### src/rtl/tiny_pkg.sv
// Shared definitions for the tiny execution controller: opcodes, instruction
// field layout, register-file geometry and the sequencer state encoding.
package tiny_pkg;

  localparam int REG_W    = 2;
  localparam int RF_DEPTH = 4;
  localparam int INSTR_W  = 9;

  localparam int OPC_LSB = 6;
  localparam int RD_LSB  = 4;
  localparam int RS1_LSB = 2;
  localparam int RS2_LSB = 0;

  localparam logic [2:0] OP_ADD = 3'd0;
  localparam logic [2:0] OP_SUB = 3'd1;
  localparam logic [2:0] OP_SHL = 3'd2;
  localparam logic [2:0] OP_SHR = 3'd3;
  localparam logic [2:0] OP_AND = 3'd4;
  localparam logic [2:0] OP_OR  = 3'd5;
  localparam logic [2:0] OP_XOR = 3'd6;
  localparam logic [2:0] OP_NOT = 3'd7;

  typedef struct packed {
    logic [2:0]       opcode;
    logic [REG_W-1:0] rd;
    logic [REG_W-1:0] rs1;
    logic [REG_W-1:0] rs2;
  } instr_t;

  typedef enum logic [1:0] {
    ST_IDLE = 2'd0,
    ST_EXEC = 2'd1,
    ST_WB   = 2'd2
  } state_t;

  function automatic instr_t decode(input logic [INSTR_W-1:0] w);
    instr_t d;
    d.opcode = w[OPC_LSB +: 3];
    d.rd     = w[RD_LSB  +: REG_W];
    d.rs1    = w[RS1_LSB +: REG_W];
    d.rs2    = w[RS2_LSB +: REG_W];
    return d;
  endfunction

endpackage

### src/rtl/tiny_regfile.sv
// 4x2-bit register file: two operand ports captured on rd_en, one write port,
// one combinational debug read. Zero-register behaviour under TINY_EXEC_ZERO_REG_EN.
// Latency: operands registered one edge after rd_en; writes visible after the edge.
module tiny_regfile
  import tiny_pkg::*;
#(
  parameter logic [REG_W-1:0] RF_INIT = 2'b00
) (
  input  logic             clk,
  input  logic             rst_n,
  input  logic             rd_en,
  input  logic [REG_W-1:0] rs1_addr,
  input  logic [REG_W-1:0] rs2_addr,
  output logic [REG_W-1:0] rs1_q,
  output logic [REG_W-1:0] rs2_q,
  input  logic             wr_en,
  input  logic [REG_W-1:0] wr_addr,
  input  logic [REG_W-1:0] wr_data,
  input  logic [REG_W-1:0] dbg_addr,
  output logic [REG_W-1:0] dbg_data
);

  logic [REG_W-1:0] rf      [RF_DEPTH];
  logic [REG_W-1:0] rf_view [RF_DEPTH];
  logic             wr_ok;

  // Architectural view of the array: entry 0 may be hardwired to zero.
  always_comb begin
    for (int i = 0; i < RF_DEPTH; i++) begin
      rf_view[i] = rf[i];
    end
`ifdef TINY_EXEC_ZERO_REG_EN
    rf_view[0] = '0;
`endif
  end

`ifdef TINY_EXEC_ZERO_REG_EN
  assign wr_ok = wr_en && (wr_addr != '0);
`else
  assign wr_ok = wr_en;
`endif

  always_ff @(posedge clk or negedge rst_n) begin
    if (!rst_n) begin
      for (int i = 0; i < RF_DEPTH; i++) begin
        rf[i] <= RF_INIT;
      end
      rs1_q <= '0;
      rs2_q <= '0;
    end else begin
      if (wr_ok) begin
        rf[wr_addr] <= wr_data;
      end
      if (rd_en) begin
        rs1_q <= rf_view[rs1_addr];
        rs2_q <= rf_view[rs2_addr];
      end
    end
  end

  assign dbg_data = rf_view[dbg_addr];

endmodule

### src/rtl/tiny_exec_ctrl.sv
// Three-phase instruction sequencer (IDLE/EXEC/WB) around an external 2-bit ALU; optional TINY_EXEC_ZERO_REG_EN.
// Latency: accept at edge N, result captured at N+1, register write at N+2.
// Backpressure: instr_ready high only in IDLE, so one instruction per 3 cycles.
module tiny_exec_ctrl
  import tiny_pkg::*;
#(
  parameter logic [1:0] RF_INIT = 2'b00,
  parameter int         CNT_W   = 8
) (
  input  logic             clk,
  input  logic             rst_n,
  input  logic             instr_valid,
  input  logic [8:0]       instr,
  output logic             instr_ready,
  output logic [2:0]       alu_opcode,
  output logic [1:0]       alu_rs1,
  output logic [1:0]       alu_rs2,
  input  logic [1:0]       alu_result,
  output logic             wb_valid,
  output logic [1:0]       wb_rd,
  output logic [1:0]       wb_data,
  input  logic [1:0]       dbg_addr,
  output logic [1:0]       dbg_data,
  output logic [CNT_W-1:0] retired
);

  state_t           state_q;
  state_t           state_d;
  instr_t           dec;
  logic             accept;
  logic [2:0]       opcode_q;
  logic [REG_W-1:0] rd_q;
  logic [REG_W-1:0] res_q;
  logic [REG_W-1:0] op1_q;
  logic [REG_W-1:0] op2_q;
  logic [CNT_W-1:0] retired_q;

  assign dec    = decode(instr);
  assign accept = instr_valid && instr_ready;

  always_comb begin
    state_d     = state_q;
    instr_ready = 1'b0;
    wb_valid    = 1'b0;
    case (state_q)
      ST_IDLE: begin
        instr_ready = 1'b1;
        if (instr_valid) begin
          state_d = ST_EXEC;
        end
      end
      ST_EXEC: begin
        state_d = ST_WB;
      end
      ST_WB: begin
        wb_valid = 1'b1;
        state_d  = ST_IDLE;
      end
      default: begin
        state_d = ST_IDLE;
      end
    endcase
  end

  always_ff @(posedge clk or negedge rst_n) begin
    if (!rst_n) begin
      state_q <= ST_IDLE;
    end else begin
      state_q <= state_d;
    end
  end

  // Opcode and rd only load on acceptance, so the ALU inputs hold steady
  // outside EXEC without any extra muxing.
  always_ff @(posedge clk or negedge rst_n) begin
    if (!rst_n) begin
      opcode_q  <= '0;
      rd_q      <= '0;
      res_q     <= '0;
      retired_q <= '0;
    end else begin
      if (accept) begin
        opcode_q <= dec.opcode;
        rd_q     <= dec.rd;
      end
      if (state_q == ST_EXEC) begin
        res_q <= alu_result;
      end
      if (state_q == ST_WB) begin
        retired_q <= retired_q + CNT_W'(1);
      end
    end
  end

  tiny_regfile #(
    .RF_INIT (RF_INIT)
  ) u_regfile (
    .clk      (clk),
    .rst_n    (rst_n),
    .rd_en    (accept),
    .rs1_addr (dec.rs1),
    .rs2_addr (dec.rs2),
    .rs1_q    (op1_q),
    .rs2_q    (op2_q),
    .wr_en    (wb_valid),
    .wr_addr  (rd_q),
    .wr_data  (res_q),
    .dbg_addr (dbg_addr),
    .dbg_data (dbg_data)
  );

  assign alu_opcode = opcode_q;
  assign alu_rs1    = op1_q;
  assign alu_rs2    = op2_q;
  assign wb_rd      = rd_q;
  assign wb_data    = res_q;
  assign retired    = retired_q;

endmodule
### config.mk
export PLATFORM = sky130hd
export DESIGN_NAME = tiny_exec_ctrl
export DESIGN_NICKNAME = d
export VERILOG_FILES = /design/src/rtl/tiny_pkg.sv /design/src/rtl/tiny_regfile.sv /design/src/rtl/tiny_exec_ctrl.sv
export SDC_FILE = /design/constraint.sdc
export NUM_CORES = 1
export LEC_CHECK = 0
export BUFFER_PORTS_ARGS = -buffer_cell sky130_fd_sc_hd__buf_2
export CAP_MARGIN = 30
export CORE_ASPECT_RATIO = 0.75
export CORE_UTILIZATION = 54
export CTS_CLUSTER_DIAMETER = 40
export DETAILED_ROUTE_END_ITERATION = 8
export GPL_TIMING_DRIVEN = 0
export PLACE_DENSITY = 0.83
export SLEW_MARGIN = 10
export SYNTH_ARGS = -nofsm -noshare
export SYNTH_HDL_FRONTEND = slang
export SYNTH_SLANG_ARGS = --single-unit
### constraint.sdc
create_clock -name clk -period 2.8 [get_ports clk]
set_input_delay 0.28 -clock clk [delete_from_list [all_inputs] [get_ports clk]]
set_output_delay 0.28 -clock clk [all_outputs]
set_load 0.1 [all_outputs]
After elaboration in Yosys (flattened, before gate mapping). Index checks and enable logic that the tools add are counted.

Input bits: 16. Register bits after elaboration: 29. Word-level logic and storage cells: 43.

Magnitude comparators: 5. Muxes and demuxes: 16. Reduce and logical (&&, ||, !) cells: 3. $add $sub $neg: 1. Equal/unequal tests: 3. Bitwise operators: 4.

Operators with widths (number): $mux W2 (8); $bmux W2 S2 (3); $ge A3 B3 Y1 const B (4); $not A2 Y3 (4); $add A8 B1 Y8 const B (1); $bwmux W8 (1); $demux W2 S2 (1); $pmux W2 S2 (1); $lt A3 B1 Y1 const B (1); $eq A2 B1 Y1 const B (1); $eq A2 B2 Y1 const B (1); $logic_and A1 B1 Y1 (2); $logic_not A2 Y1 (1); $mux W1 (2); $ne A2 B2 Y1 const B (1).

Logic depth before layout (Yosys ltp). Gate-level depths: netlist (run 1).

Word-level depth: 6. Depth in mapped cells: 4. Mapped depth without buffers: 4.

Cells and area by module. From an unflattened synthesis (run 1), not the netlist that was laid out.

Cells, all modules: 98. Area total of the unflattened synthesis: 1361.3 um^2.

Modules (own cells, without submodules): tiny_exec_ctrl (area an instance 715.7 um^2, cells an instance 50, seq. area each 425.4 um^2, instances 1); tiny_regfile (area an instance 645.6 um^2, cells an instance 48, seq. area each 300.3 um^2, instances 1).

Worst setup path after synthesis (run 1). No wires, ideal clock.

Path type: register to register. Start: reg state_q[1]. End: reg rd_q[1] (netlist: wb_rd[1]). Library setup time: 127 ps. Setup slack: 741 ps. Cell stages (with the launch flop): 5. Required time: 2673 ps. Period minus slack after synthesis: 2059 ps. Arrival: 1932 ps. Path buffers: 1. Cell sequence: dfrtp_1 -> nor2_2 -> and2_1 -> buf_6 -> mux2_4.

Word-level cells in the longest chain between the ends: 3.

RTL lines: start: declaration (line tiny_exec_ctrl.sv:27) `state_t state_q;`; start signal: assignment (line tiny_exec_ctrl.sv:69) `state_q <= state_d;`; $logic_not A2 Y1 (line tiny_exec_ctrl.sv:45) `case (state_q)`; $mux W1 (line tiny_exec_ctrl.sv:45); via instr_ready (line tiny_exec_ctrl.sv:14) `output logic instr_ready,`; $logic_and A1 B1 Y1 (line tiny_exec_ctrl.sv:39) `assign accept = instr_valid && instr_ready;`; end signal: assignment (line tiny_exec_ctrl.sv:84) `rd_q <= dec.rd;`; end: declaration (line tiny_exec_ctrl.sv:32) `logic [REG_W-1:0] rd_q;`.

The timed path passes the listed nets, and every way through them passes these cells. A chain may end at the register's enable or synchronous reset.

Worst setup path in the final report (run 1).
Start: reg u_regfile.rf[2] (netlist name). End: out dbg_data[0].

Word-level cells in the longest chain between the ends: 3.

RTL lines: start: declaration (line tiny_regfile.sv:23) `logic [REG_W-1:0] rf [RF_DEPTH];`; start signal: indexed assignment (line tiny_regfile.sv:52) `rf[wr_addr] <= wr_data;`; $bmux W2 S2 (line tiny_regfile.sv:61) `assign dbg_data = rf_view[dbg_addr];`; $mux W2 (implied by the code) (2 in series) (line tiny_regfile.sv:61); end: declaration (line tiny_exec_ctrl.sv:23) `output logic [1:0] dbg_data,`.

No other way between the ends. The select of a mux whose other input is x is not followed.

==> impl_metrics.sql, run 1 <==
INSERT INTO impl_metrics (metric_group, metric, value, unit) VALUES
('setup_path', 'start_kind', 'flip-flop', ''),
('setup_path', 'chain_of_cells_forming_the_critical_path', 'mux4_2 -> buf_2', ''),
('final_layout', 'layout.nets', '146', ''),
('clocking', 'tritoncts', 'built', ''),
('routing', 'detailroute.via_count', '868', ''),
('timing', 'setup_tns', '0', 'ns'),
('routing', 'drc', '0', ''),
('floorplan', 'floorplan.core_area', '2330', 'µm²'),
('final_layout', 'design_area', '1660', 'µm²'),
('floorplan', 'die_w', '59.6', 'µm'),
('setup_path', 'cp.buffers_inverters', '1', ''),
('floorplan', 'std_cell_rows', '15', ''),
('synthesis', 'synth-main-ff-cell', 'sky130_fd_sc_hd__dfrtp_1', ''),
('synthesis', 'postSynthCellCount', '83', ''),
('timing', 'fin_crit', '1.79', 'ns'),
('timing', 'final_period_util', '64.0', '%'),
('floorplan', 'chipHeight', '45.2', 'µm'),
('routing', 'wirelength', '2390', 'µm'),
('synthesis', 'most_instantiated_library_cell_after_synthesis', 'sky130_fd_sc_hd__dfrtp_1', ''),
('timing', 'max-slew-margin-rel', '58.1', '%'),
('final_layout', 'num_antenna_cells', '0', ''),
('placement', 'dp_hpwl', '1790', 'µm'),
('clocking', 'number_of_buffers_between_clock_root_and_the_deepest_sink', '2', ''),
('synthesis', 'netlist.top_cell.by_area', 'sky130_fd_sc_hd__dfrtp_1', ''),
('clocking', 'clkTransAtPathRegs', '0.10', 'ns'),
('run_status', 'status', 'complete, no violations', ''),
('routing', 'route.met2.wl', '1100', 'µm'),
('setup_path', 'crit_required', '2.52', 'ns'),
('placement', 'place.gp.congestion', '0.708', ''),
('synthesis', 'synth_enable_flop_cells', '0', ''),
('routing', 'route.detailed.wl_per_inst', '14.6', 'µm'),
('clocking', 'tritoncts.num_buffers', '5', ''),
('routing', 'routed_via_density', '5.29', ''),
('routing', 'top_signal_layer_used', 'met4', ''),
('synthesis', 'synth-warning-count', '0', ''),
('setup_path', 'path_max_fanout', '4', ''),
('synthesis', 'async_flop_share', '100', '%'),
('global_route', 'grt_util_all_layers', '19.4', '%'),
('global_route', 'grt_start_max_net_pins', '30', ''),
('synthesis', 'most_frequent_cells_after_synthesis', '29 x sky130_fd_sc_hd__dfrtp_1, 10 x sky130_fd_sc_hd__mux2_2, 9 x sky130_fd_sc_hd__mux2_4, 7 x sky130_fd_sc_hd__xnor2_1, 6 x sky130_fd_sc_hd__nand2_1', ''),
('timing', 'finalWorstSetupSlack', '1.01', 'ns'),
('setup_path', 'worstPathArrival', '1.51', 'ns'),
('routing', 'route.layer.met1.wl', '1140', 'µm'),
('setup_path', 'critical_path.max_stage_delay', '0.46', 'ns'),
('timing', 'whs', '0.200', 'ns'),
('synthesis', 'post_synth_num_cell_types', '20', ''),
('routing', 'antenna_violating_nets_post_route', '0', ''),
('synthesis', 'synth_top_area_share', '54.0', '%'),
('synthesis', 'synth_fp_nets', '100', ''),
('floorplan', 'num_io_pins', '39', ''),
('timing', 'finalClockSkew', '0.00842', 'ns'),
('global_route', 'grt_pass1_wl', '3710', 'µm'),
('synthesis', 'yosys-top-cells-area', 'sky130_fd_sc_hd__dfrtp_1 54%, sky130_fd_sc_hd__mux2_4 10%, sky130_fd_sc_hd__mux2_2 8.4%', ''),
('setup_path', 'critical-path-top-delay-family', 'multiplexers', ''),
('final_layout', 'post_route_cells_drive_above_1_share', '56.9', '%'),
('clocking', 'clock_tree.htree_level_count', '2', ''),
('placement', 'place.port_buffers', '38', ''),
('routing', 'detailroute.wirelength.met3', '140', 'µm'),
('global_route', 'number_of_antenna_violations_at_the_first_check_in_global_routing', '0', ''),
('synthesis', 'synth_area', '1340', 'µm²'),
('placement', 'placement.setup.worst_slack', '1.33', 'ns'),
('timing', 'final-hold-violation-count', '0', ''),
('clocking', 'clock_sink_count', '29', ''),
('setup_path', 'critPathSlowestCell', 'sky130_fd_sc_hd__mux4_2', ''),
('routing', 'drt_pass1_iterations', '4', ''),
('clocking', 'root_buffer_cell', 'sky130_fd_sc_hd__clkbuf_4', ''),
('floorplan', 'floorplan.die_area', '2690', 'µm²'),
('synthesis', 'synthesis.area_per_instance', '16.2', 'µm²'),
('global_route', 'globalRoute.totalOverflow', '0', ''),
('timing', 'finalSetupViolations', '0', ''),
('synthesis', 'yosysSeqAreaShare', '54.0', '%');
==> what timing repair did <==
action | in CTS | in global routing
resized for setup | 0 | 0
hold buffers | 1 | 0
endpoints found under the setup margin | 0 | 0
endpoints found under the hold margin | 23 | 0
setup buffers | 0 | 0
==> per-stage QoR <==
| step | std cells | utilization, % |
|---|---|---|
| floorplan | 83 | - |
| global placement | 155 | 67.7 |
| detailed placement | 155 | 67.7 |
| CTS | 164 | 71.2 |
| global route | 164 | 71.2 |
| finish | 164 | 71.2 |
==> layout by cell type, fill, tap and decap left out <==
cell type	instances
sky130_fd_sc_hd__mux4_1	4
sky130_fd_sc_hd__and3_1	1
sky130_fd_sc_hd__mux2_4	9
sky130_fd_sc_hd__nand2_1	6
sky130_fd_sc_hd__nor3b_2	2
sky130_fd_sc_hd__clkbuf_4	5
sky130_fd_sc_hd__mux2_2	10
sky130_fd_sc_hd__dlygate4sd3_1	1
sky130_fd_sc_hd__dfrtp_1	29
sky130_fd_sc_hd__xnor2_1	7
sky130_fd_sc_hd__clkinv_2	2
sky130_fd_sc_hd__and2_1	1
sky130_fd_sc_hd__nor2b_1	1
sky130_fd_sc_hd__buf_6	1
sky130_fd_sc_hd__nand2b_4	1
sky130_fd_sc_hd__nor2_2	1
sky130_fd_sc_hd__buf_2	38
sky130_fd_sc_hd__nor3_2	1
sky130_fd_sc_hd__nand4_1	3
sky130_fd_sc_hd__ha_1	1
sky130_fd_sc_hd__clkbuf_8	2
sky130_fd_sc_hd__and4b_1	1
sky130_fd_sc_hd__mux4_2	2
sky130_fd_sc_hd__nand3_1	1
==> worst paths after layout <==
kind | from | end | slack [ns] | cells past startpoint
max | u_regfile.rf[2]$_DFFE_PN0P_ | dbg_data[0] | 1.01 | 2
min | instr[7] | alu_opcode[1]$_DFFE_PN0P_ | 0.20 | 2
max reg2reg | state_q[0]$_DFFE_PN0P_ | u_regfile.rf[5]$_DFFE_PN0P_ | 1.47 | 3
min reg2reg | retired[7]$_DFFE_PN0P_ | retired[7]$_DFFE_PN0P_ | 0.47 | 1
max in group asynchronous | rst_n | u_regfile.rf[3]$_DFFE_PN0P_ | 1.87 | 2
min in group asynchronous | rst_n | retired[7]$_DFFE_PN0P_ | 0.52 | 2
==> layer usage <==
metal | vias up | global-route usage [%]
met2 | 33 | 29.2
met4 | 0 | 6.51
met3 | 2 | 6.02
met1 | 432 | 27.2
met5 | - | 0
li1 | 401 | -
==> cell families after synthesis <==
kind of cell,synth area share [%]
xor gates and xnor gates,4.56
adders and majority gates,0.931
and+or+nand+nor,9.68
DFF,54.0
buffers and inverters,1.21
muxes,29.6
==> state kept, by name (all words and copies together), names as in the netlist <==
signal	count
alu_opcode	3
retired	8
state_q	2
u_regfile.rf	8
u_regfile.rs1_q	2
u_regfile.rs2_q	2
wb_data	2
wb_rd	2
==> worst reg2reg max path, cell delays in order (launching register included) <==
cell and delay (ns):
sky130_fd_sc_hd__dfrtp_1 0.42, sky130_fd_sc_hd__nand2b_4 0.20, sky130_fd_sc_hd__nor3b_2 0.25, sky130_fd_sc_hd__mux2_2 0.36
==> area by class of cell <==
class	instances	area, µm²
Clock inverter	1	5.00
Fill cell	182	671
Sequential cell	29	726
Tap cell	34	42.5
Timing Repair Buffer	39	200
Buffer	1	11.3
Clock buffer	7	65.1
Multi-Input combinational cell	52	602
Inverter	1	5.00
Power of run 1 is left out: the tool's default activity adds up to more than one toggle a clock period on the data nets, which glitch-free logic cannot reach.
==> inputs of run 2 (changes only) <==
--- a/config.mk
+++ b/config.mk
@@ -8,11 +8,11 @@
 export BUFFER_PORTS_ARGS = -buffer_cell sky130_fd_sc_hd__buf_2
 export CAP_MARGIN = 30
 export CORE_ASPECT_RATIO = 0.75
-export CORE_UTILIZATION = 54
+export CORE_UTILIZATION = 50
 export CTS_CLUSTER_DIAMETER = 40
 export DETAILED_ROUTE_END_ITERATION = 8
 export GPL_TIMING_DRIVEN = 0
-export PLACE_DENSITY = 0.83
+export PLACE_DENSITY = 0.77
 export SLEW_MARGIN = 10
 export SYNTH_ARGS = -nofsm -noshare
 export SYNTH_HDL_FRONTEND = slang
==> constraint.sdc (replaced) <==
create_clock -name clk -period 1.8 [get_ports clk]
set_input_delay 0.18 -clock clk [delete_from_list [all_inputs] [get_ports clk]]
set_output_delay 0.18 -clock clk [all_outputs]
set_load 0.1 [all_outputs]
==> run 2 against run 1 <==
Compared with the run above:
- hold slack worse by 0.12 ns
- utilization down 3.2 points
- via count down 2.5%
- cell count down 0.61%
- clock-buffer cell count unchanged
- sequential share of layout area up 0.27 points
- register-to-register slack worse by 1.0 ns
==> impl_metrics.sql, run 2 (synthesized netlist as in run 1, its figures left out) <==
INSERT INTO impl_metrics (metric_group, metric, value, unit) VALUES
('routing', 'route.detailed.wl_per_inst', '14.4', 'µm'),
('clocking', 'worst_skew_pair.late_latency', '0.32', 'ns'),
('floorplan', 'floorplan.die_area', '2900', 'µm²'),
('routing', 'antenna_violating_nets_post_route', '0', ''),
('timing', 'timing_worst_slew_pin_value', '0.613', 'ns'),
('routing', 'detailroute.via_count', '846', ''),
('clocking', 'number_of_buffers_between_clock_root_and_the_deepest_sink', '2', ''),
('timing', 'finalClockSkew', '0.00384', 'ns'),
('floorplan', 'std_cell_rows', '15', ''),
('clocking', 'cts_setup_buffers', '0', ''),
('setup_path', 'launching_point_of_the_worst_reg2reg_path', 'state_q[0]$_DFFE_PN0P_', ''),
('setup_path', 'criticalPathCategory', 'flip-flop to output port', ''),
('floorplan', 'initial_util', '55.5', '%'),
('run_status', 'status', 'complete, no violations', ''),
('min_path', 'min_path_type', 'input pin to flip-flop', ''),
('clocking', 'clock_sink_count', '29', ''),
('placement', 'place.gp.congestion', '0.731', ''),
('setup_path', 'start_kind', 'flip-flop', ''),
('min_path', 'holdCritStartpoint', 'instr[4]', ''),
('final_layout', 'synth_to_final_area_change', '22.5', '%'),
('final_layout', 'mostFrequentLayoutCells', '38 x sky130_fd_sc_hd__buf_2, 29 x sky130_fd_sc_hd__dfrtp_1, 10 x sky130_fd_sc_hd__mux2_2', ''),
('final_layout', 'layout.nets', '146', ''),
('global_route', 'grt_start_max_net_pins', '30', ''),
('timing', 'rsz0062_at_grt', 'false', ''),
('timing', 'setup_tns', '0', 'ns'),
('final_layout', 'layout_commonest_cell', 'sky130_fd_sc_hd__buf_2', ''),
('timing', 'achievable-frequency', '594', 'MHz'),
('routing', 'wirelength', '2350', 'µm'),
('setup_path', 'critPathCaptureType', 'output port', ''),
('floorplan', 'floorplan.core_area', '2420', 'µm²'),
('global_route', 'globalRoute.totalOverflow', '0', ''),
('timing', 'finalWorstSetupSlack', '0.117', 'ns'),
('final_layout', 'num_antenna_cells', '0', ''),
('placement', 'placement.setup.worst_slack', '0.458', 'ns'),
('global_route', 'number_of_antenna_violations_at_the_first_check_in_global_routing', '0', ''),
('timing', 'timing.final.max_slew_violations', '0', ''),
('global_route', 'grt_util_all_layers', '20.2', '%'),
('clocking', 'tritoncts', 'built', ''),
('floorplan', 'chipHeight', '46.9', 'µm'),
('floorplan', 'num_io_pins', '39', ''),
('placement', 'place.port_buffers', '38', ''),
('global_route', 'number_of_global_route_vias_before_repair', '845', ''),
('routing', 'routed_via_density', '5.19', ''),
('timing', 'final-hold-violation-count', '0', ''),
('clocking', 'tritoncts.num_buffers', '5', ''),
('setup_path', 'crit_required', '1.62', 'ns'),
('timing', 'fin_crit', '1.68', 'ns'),
('flow_run', 'cap_viol_max_count', '0', ''),
('global_route', 'grt_pass1_wl', '3830', 'µm'),
('clocking', 'root_buffer_cell', 'sky130_fd_sc_hd__clkbuf_4', ''),
('routing', 'drc', '0', ''),
('floorplan', 'die_w', '61.9', 'µm'),
('setup_path', 'path_max_fanout', '4', ''),
('timing', 'max-slew-margin-rel', '59.1', '%'),
('routing', 'drt_pass1_iterations', '4', ''),
('clocking', 'clock_tree.htree_level_count', '2', ''),
('final_layout', 'layout.filler_cells', '182', ''),
('setup_path', 'worstPathArrival', '1.50', 'ns'),
('timing', 'final_period_util', '93.5', '%'),
('routing', 'detail_route.iter0.violations', '17', ''),
('clocking', 'clkTransAtPathRegs', '0.08', 'ns'),
('timing', 'finalSetupViolations', '0', ''),
('setup_path', 'critPathLaunch', 'u_regfile.rf[1]$_DFFE_PN0P_', ''),
('final_layout', 'post_route_cells_drive_above_1_share', '55.8', '%');
==> run 2: cell count changes in the layout (fill, tap and decap cells not counted), sizes merged <==
cell / delta
clkinv: -1
==> run 2: cell type report <==
class                      count  area (µm²)  share of cell area, %
inverter                       1        5.00                  0.304
timing repair buffer          39         200                   12.2
multi-input combinational     52         607                   36.9
clock buffer                   7        55.1                   3.34
tap                           34        42.5                   2.58
buffer                         1        11.3                  0.684
sequential                    29         726                   44.1
==> run 2: worst max-delay path, cell delays in order (launching register included) <==
cell,delay [ns]
sky130_fd_sc_hd__dfrtp_1,0.41
sky130_fd_sc_hd__mux4_2,0.47
sky130_fd_sc_hd__buf_2,0.30
==> run 2: what timing repair did <==
action,CTS,global route
hold endpoints to repair,29,0
setup endpoints to repair,0,0
gates resized for setup,0,0
hold buffers,1,0
==> run 2: final timing paths <==
kind,end,slack (ns),cells after the start
max,dbg_data[1],0.12,2
min,wb_rd[0]$_DFFE_PN0P_,0.09,2
max reg2reg,u_regfile.rf[0]$_DFFE_PN0P_,0.44,4
min reg2reg,retired[7]$_DFFE_PN0P_,0.47,1
max in group asynchronous,u_regfile.rf[5]$_DFFE_PN0P_,0.99,2
min in group asynchronous,alu_opcode[1]$_DFFE_PN0P_,0.41,2
==> run 2: routing by layer <==
layer  vias up  wire (µm)  GRT usage [%]
met5         -          0              0
met4         0         43           11.6
met3         6        146           7.16
met2        34       1120           32.0
met1       405       1040           24.4
li1        401          -              -
==> run 2: per-stage QoR <==
step           instance area (µm²)  utilization (%)  hold slack (ns)  cells
3_5_place_dp                  1580             65.3            0.229    155
4_1_cts                       1650             68.0           0.0747    163
3_3_place_gp                  1580             65.3            0.218    155
2_1_floorplan                 1350                -           -0.116     83
6_report                      1650             68.0           0.0853    163
5_1_grt                       1650             68.0           0.0680    163
Power of run 2 is left out for the same reason.
